### src/rtl/pipelined_add_sub.sv
// pipelined_add_sub: WIDTH-bit ripple-carry adder/subtractor split into STAGES
// equal chunks, one chunk per pipeline stage, with the inter-chunk carry
// registered between stages. Operands that have not yet been consumed travel
// forward in skew registers. Result chunks that are already complete travel
// forward in de-skew registers. A single global stall freezes every stage
// while the output beat is waiting on the consumer.
//
// Optional feature: define PIPELINED_ADD_SUB_SAT_EN to saturate sum on signed
// overflow. The saturation is applied in the final stage and adds no latency.
module pipelined_add_sub #(
  parameter int WIDTH  = 32,
  parameter int STAGES = 4
) (
  input  logic             clk,
  input  logic             rst_n,
  input  logic             in_valid,
  output logic             in_ready,
  input  logic [WIDTH-1:0] a,
  input  logic [WIDTH-1:0] b,
  input  logic             cin,
  input  logic             sub,
  output logic             out_valid,
  input  logic             out_ready,
  output logic [WIDTH-1:0] sum,
  output logic             co,
  output logic             ovf
);

  localparam int CW = WIDTH / STAGES;

  // Per-stage pipeline state; index STAGES-1 is the output stage.
  logic             valid_q [STAGES];
  logic             valid_d [STAGES];
  logic             carry_q [STAGES];
  logic             carry_d [STAGES];
  logic             sub_q   [STAGES];
  logic             sub_d   [STAGES];
  logic [WIDTH-1:0] a_q     [STAGES];  // skew: operand A, upper chunks pending
  logic [WIDTH-1:0] a_d     [STAGES];
  logic [WIDTH-1:0] b_q     [STAGES];  // skew: effective (possibly inverted) B
  logic [WIDTH-1:0] b_d     [STAGES];
  logic [WIDTH-1:0] res_q   [STAGES];  // de-skew: completed lower result chunks
  logic [WIDTH-1:0] res_d   [STAGES];
  logic             co_q;
  logic             co_d;
  logic             ovf_q;
  logic             ovf_d;

  // Stage-input scratch values used while building each stage's next state.
  logic             stall;
  logic [WIDTH-1:0] src_a;
  logic [WIDTH-1:0] src_b;
  logic [WIDTH-1:0] src_r;
  logic             src_c;
  logic             src_v;
  logic             src_sub;
  logic [CW:0]      chunk;
  logic             msb_cin;
`ifdef PIPELINED_ADD_SUB_SAT_EN
  logic             a_msb;
`endif

  // The pipe freezes only when the output beat is held by the consumer.
  assign stall     = valid_q[STAGES-1] & ~out_ready;
  assign in_ready  = ~stall;
  assign out_valid = valid_q[STAGES-1];
  assign sum       = res_q[STAGES-1];
  assign co        = co_q;
  assign ovf       = ovf_q;

  // Next state of every stage: one CW-bit chunk add per stage, plus the final flags.
  always_comb begin
    int prev;
    prev    = 0;
    src_a   = '0;
    src_b   = '0;
    src_r   = '0;
    src_c   = 1'b0;
    src_v   = 1'b0;
    src_sub = 1'b0;
    chunk   = '0;
    msb_cin = 1'b0;
`ifdef PIPELINED_ADD_SUB_SAT_EN
    a_msb   = 1'b0;
`endif
    for (int k = 0; k < STAGES; k++) begin
      prev = (k == 0) ? 0 : k - 1;
      if (k == 0) begin
        // Subtract is a + ~b + ~cin; the inversion is applied once at entry.
        src_a   = a;
        src_b   = sub ? ~b : b;
        src_c   = cin ^ sub;
        src_r   = '0;
        src_v   = in_valid;
        src_sub = sub;
      end else begin
        src_a   = a_q[prev];
        src_b   = b_q[prev];
        src_c   = carry_q[prev];
        src_r   = res_q[prev];
        src_v   = valid_q[prev];
        src_sub = sub_q[prev];
      end
      chunk = {1'b0, src_a[k*CW +: CW]} + {1'b0, src_b[k*CW +: CW]} + {{CW{1'b0}}, src_c};
      res_d[k]              = src_r;
      res_d[k][k*CW +: CW]  = chunk[CW-1:0];
      carry_d[k]            = chunk[CW];
      valid_d[k]            = src_v;
      sub_d[k]              = src_sub;
      a_d[k]                = src_a;
      b_d[k]                = src_b;
      if (k == STAGES - 1) begin
        // The carry into the MSB is recovered from the MSB's sum bit and its operands.
        msb_cin = chunk[CW-1] ^ src_a[WIDTH-1] ^ src_b[WIDTH-1];
`ifdef PIPELINED_ADD_SUB_SAT_EN
        a_msb   = src_a[WIDTH-1];
`endif
      end else begin
        msb_cin = msb_cin;
      end
    end
    // In subtract mode the raw carry is an inverted borrow.
    co_d  = carry_d[STAGES-1] ^ sub_d[STAGES-1];
    ovf_d = msb_cin ^ carry_d[STAGES-1];
`ifdef PIPELINED_ADD_SUB_SAT_EN
    // On overflow, the sign of A gives the direction: positive overflow clamps to max, negative to min.
    if (ovf_d) begin
      res_d[STAGES-1] = {a_msb, {(WIDTH-1){~a_msb}}};
    end else begin
      res_d[STAGES-1] = res_d[STAGES-1];
    end
`endif
  end

  // Pipeline registers: clear on reset, hold on stall, otherwise advance one stage.
  always_ff @(posedge clk or negedge rst_n) begin
    if (!rst_n) begin
      for (int k = 0; k < STAGES; k++) begin
        valid_q[k] <= 1'b0;
        carry_q[k] <= 1'b0;
        sub_q[k]   <= 1'b0;
        a_q[k]     <= '0;
        b_q[k]     <= '0;
        res_q[k]   <= '0;
      end
      co_q  <= 1'b0;
      ovf_q <= 1'b0;
    end else if (!stall) begin
      for (int k = 0; k < STAGES; k++) begin
        valid_q[k] <= valid_d[k];
        carry_q[k] <= carry_d[k];
        sub_q[k]   <= sub_d[k];
        a_q[k]     <= a_d[k];
        b_q[k]     <= b_d[k];
        res_q[k]   <= res_d[k];
      end
      co_q  <= co_d;
      ovf_q <= ovf_d;
    end
  end

endmodule

### config.mk
export PLATFORM = sky130hd
export DESIGN_NAME = pipelined_add_sub
export DESIGN_NICKNAME = d
export VERILOG_FILES = /design/src/rtl/pipelined_add_sub.sv
export SDC_FILE = /design/constraint.sdc
export NUM_CORES = 1
export LEC_CHECK = 0
export ABC_AREA = 1
export BUFFER_PORTS_ARGS = -buffer_cell sky130_fd_sc_hd__buf_2
export CAP_MARGIN = 5
export CORE_MARGIN = 3
export CORE_UTILIZATION = 35
export DETAILED_ROUTE_END_ITERATION = 6
export PLACE_DENSITY = 0.54
export SYNTH_ARGS = -nofsm -noshare
export SYNTH_HDL_FRONTEND = slang
export SYNTH_SLANG_ARGS = --single-unit
### constraint.sdc
create_clock -name clk -period 4.3 [get_ports clk]
set_clock_uncertainty 0.15 [all_clocks]
set_input_delay 0.86 -clock clk [delete_from_list [all_inputs] [get_ports clk]]
set_output_delay 0.86 -clock clk [all_outputs]
set_load 0.01 [all_outputs]
==> impl_metrics.json <==
{
  "placementRows": 56,
  "r2r_setup_slack_ns": 2.16,
  "cellInternalPower_uw": 4420,
  "status": "finished clean",
  "dieWidth_um": 162.9,
  "hold_path_class": "reg2reg",
  "viasPerCell": 4.464,
  "start_kind": "primary input",
  "synth-seq-cells": 188,
  "antenna_found_initial": 0,
  "dr.first_iter.drc_count": 395,
  "post_cts_buffers": 0,
  "synth_common_cells": "nand2_1, dfrtp_1, o21ai_0",
  "synth_async_sr_flop_share_pct": 100.0,
  "synth_top_cell_area_share_pct": 54.61,
  "clock_sinks": 188,
  "leakage_uw": 0.005080,
  "irDropWorstVdd_uv": 746.3,
  "cts-root-buf": "clkbuf_16",
  "hpwl_mm": 11.85,
  "cp_common_cell": "nand2_1",
  "critPathCapture": "res_d[70]$_DFFE_PN0N_",
  "finalNetCount": 1158,
  "end_kind": "flip-flop",
  "syn_nets": 1073,
  "dieArea_um2": 26530,
  "layout-drive-gt1-share_pct": 14.84,
  "power_frac_clock_pct": 22.3,
  "clk_latency_ns": 0.43,
  "gp_congestion": 0.7726,
  "cp.arrival_ns": 2.77,
  "path_depth": 14,
  "power_frac_comb_pct": 37.4,
  "htreeDepth": 4,
  "final.period_utilization_pct": 59.52,
  "antenna_left": 0,
  "slew_headroom_pct": 41.32,
  "first_pass_iters": 5,
  "area_growth_pct": 16.01,
  "wl_mm": 17.84,
  "dp_slack_ns": 1.294,
  "seqPwrFrac_pct": 40.3,
  "grt_util_met2_pct": 20.48,
  "hold_violations": 0,
  "slowest_delay_ns": 0.40,
  "tightest_slew_ns": 0.8802,
  "io_buffers": 105,
  "r2r_cells": 12,
  "route.detailed.drc": 0,
  "grt_max_degree": 220,
  "grt_pass1_wl_mm": 30.39,
  "die_y_um": 162.9,
  "worst_slack_ns": 1.741,
  "cts_resized": 0,
  "avgSynthCellArea_um2": 8.908,
  "crit_chain": "buf_2, xor2_1, fa_1, inv_1, fa_1, inv_1, nand3_1, nand2_1, nand2_1, nand2_1, a21oi_1, nand2_1, nand2_1, o21ai_1",
  "synth_ff_type": "dfrtp_1",
  "syn_inst": 967,
  "synth_edf_count": 0,
  "synthTopCellsByArea": "dfrtp_1, nand2_1, o21ai_0",
  "overflow": 0,
  "grt_pass1_vias": 6067,
  "use_met3_pct": 2.899,
  "worstPathRequired_ns": 4.51,
  "crit_type": "in2reg",
  "r2r-end": "src_r[22]$_DFFE_PN0N_",
  "total_power_uw": 7287,
  "start_util_pct": 36.16,
  "gr-usage-met1_pct": 21.52,
  "cts_tree": "built",
  "ys_seq_area_share_pct": 54.61,
  "via_count": 6178,
  "synth_most_common_cell": "nand2_1",
  "fin_cells": 1384,
  "dpl.cell_count": 1352,
  "top_usage_layer": "met1",
  "yosys_warnings": 0,
  "pin_count": 106,
  "switching_share_pct": 39.35,
  "clk_path_buf_depth": 2,
  "setup_viol": 0,
  "fin_crit_ns": 2.559,
  "switching_power_uw": 2867,
  "path_max_fanout": 9,
  "critical_path.top_delay_family": "adder cells",
  "drv_cap": 0,
  "r2r_start": "carry_q[2]$_DFFE_PN0N_",
  "crit_slowest_cell": "fa_1",
  "wl_per_cell_um": 12.89,
  "cts.clk_slew.worst_paths_ns": 0.07,
  "synth_top_cell_by_area": "dfrtp_1",
  "cts_made_buffers": 17,
  "max_freq_mhz": 390.8,
  "path_buf_inv": 3,
  "netlist_area_um2": 8615,
  "antenna_cells": 0,
  "cts_hold_buf": 0,
  "rsz0062_at_grt": "false",
  "grt_usage_pct": 14.10,
  "slew_viol_final": 0,
  "fin_setup_tns_ns": 0,
  "core_um2": 23820,
  "worstSetupStartpoint": "sub",
  "power_density_nw_per_um2": 729.2,
  "synth.distinct_cells": 31
}
[worst reg2reg max path, stage by stage, from the launching register on]
cell	delay, ns
dfrtp_1	0.40
fa_1	0.44
inv_1	0.08
fa_1	0.20
inv_1	0.05
nand3_1	0.06
nand2_1	0.10
nand2_1	0.10
nand2_1	0.05
a21oi_1	0.17
nand2_1	0.08
nand2_1	0.06
o21ai_0	0.08
[area by class of cell]
| type | count | area [um2] |
|---|---|---|
| multi-input cells | 650 | 3354 |
| clock buffers | 17 | 425.4 |
| well taps | 319 | 399.1 |
| repair buffers | 111 | 604.3 |
| flip-flops and latches | 188 | 4705 |
| inverters | 84 | 317.8 |
| fillers | 2428 | 13830 |
| clock inverters | 15 | 187.7 |
[cells in the final DEF (no fill, tap or decap), drive strengths merged, types with 3 or more instances in the layout]
master  count
nor2       14
buf       110
o22ai       3
clkbuf     18
nand4       7
dfrtp     188
o211ai      3
ha         28
o21ai     128
nand3      22
a21oi      27
inv        93
nand2     362
clkinv      5
xnor2      27
fa          8
xor2       15
[worst min path at each step]
stage | endpoint | slack (ns) | startpoint | cells after the start
after global placement | res_d[37]$_DFFE_PN0N_ | 0.30 | res_d[69]$_DFFE_PN0N_ | 2
after global routing | src_b[31]$_DFFE_PN0N_ | 0.34 | b_d[63]$_DFFE_PN0N_ | 2
after CTS | src_b[31]$_DFFE_PN0N_ | 0.33 | b_d[63]$_DFFE_PN0N_ | 2
after floorplan | out_valid$_DFFE_PN0N_ | 0.27 | src_v$_DFFE_PN0N_ | 2
final | src_b[31]$_DFFE_PN0N_ | 0.32 | b_d[63]$_DFFE_PN0N_ | 2
after detailed placement | res_d[37]$_DFFE_PN0N_ | 0.31 | res_d[69]$_DFFE_PN0N_ | 2
[kinds of logic (layout without fill, tap and decap cells)]
family / count (synthesis) / in the layout / synth area share, %
adders and majority gates: 36 / 36 / 5.926
DFF: 188 / 188 / 54.61
AOI/OAI and AO/OA: 166 / 166 / 10.12
and+or+nand+nor: 406 / 406 / 18.62
xor gates and xnor gates: 42 / 42 / 4.270
buffers and inverters: 129 / 227 / 6.449
[flip-flops by register name, summed over array words and instances (netlist names), 2 cells and up]
register and flops:
b_d 40, sum 32, valid_d 2, a_d 40
src_r 24, src_b 8, carry_q 2, sub_d 2
res_d 24, src_a 8
[power by group through the flow]
stage	clock (uW)	combinational (uW)	sequential [uW]
after floorplan	0	1960	2960
after global placement	0	2720	2970
after detailed placement	0	2770	2980
after CTS	1670	2790	2950
after global routing	1740	3200	3040
final	1620	2730	2940
[stage by stage]
stage / hold slack, ns / cell area (um2) / util [%]
after floorplan: 0.2698 / 8615 / -
after global placement: 0.3035 / 9380 / 39.38
after detailed placement: 0.3085 / 9380 / 39.38
after CTS: 0.3267 / 9993 / 41.95
after global routing: 0.3434 / 9993 / 41.95
final: 0.3200 / 9993 / 41.95
[per-layer routing]
| metal | routed length, um | part of all wire, % | up-vias |
|---|---|---|---|
| met4 | 140 | 0.78 | 0 |
| met5 | 0 | 0 | - |
| met2 | 7686 | 43 | 87 |
| met3 | 550 | 3.1 | 12 |
| li1 | - | - | 3235 |
| met1 | 9462 | 53 | 2844 |
Power figures use the tool's default switching activity.
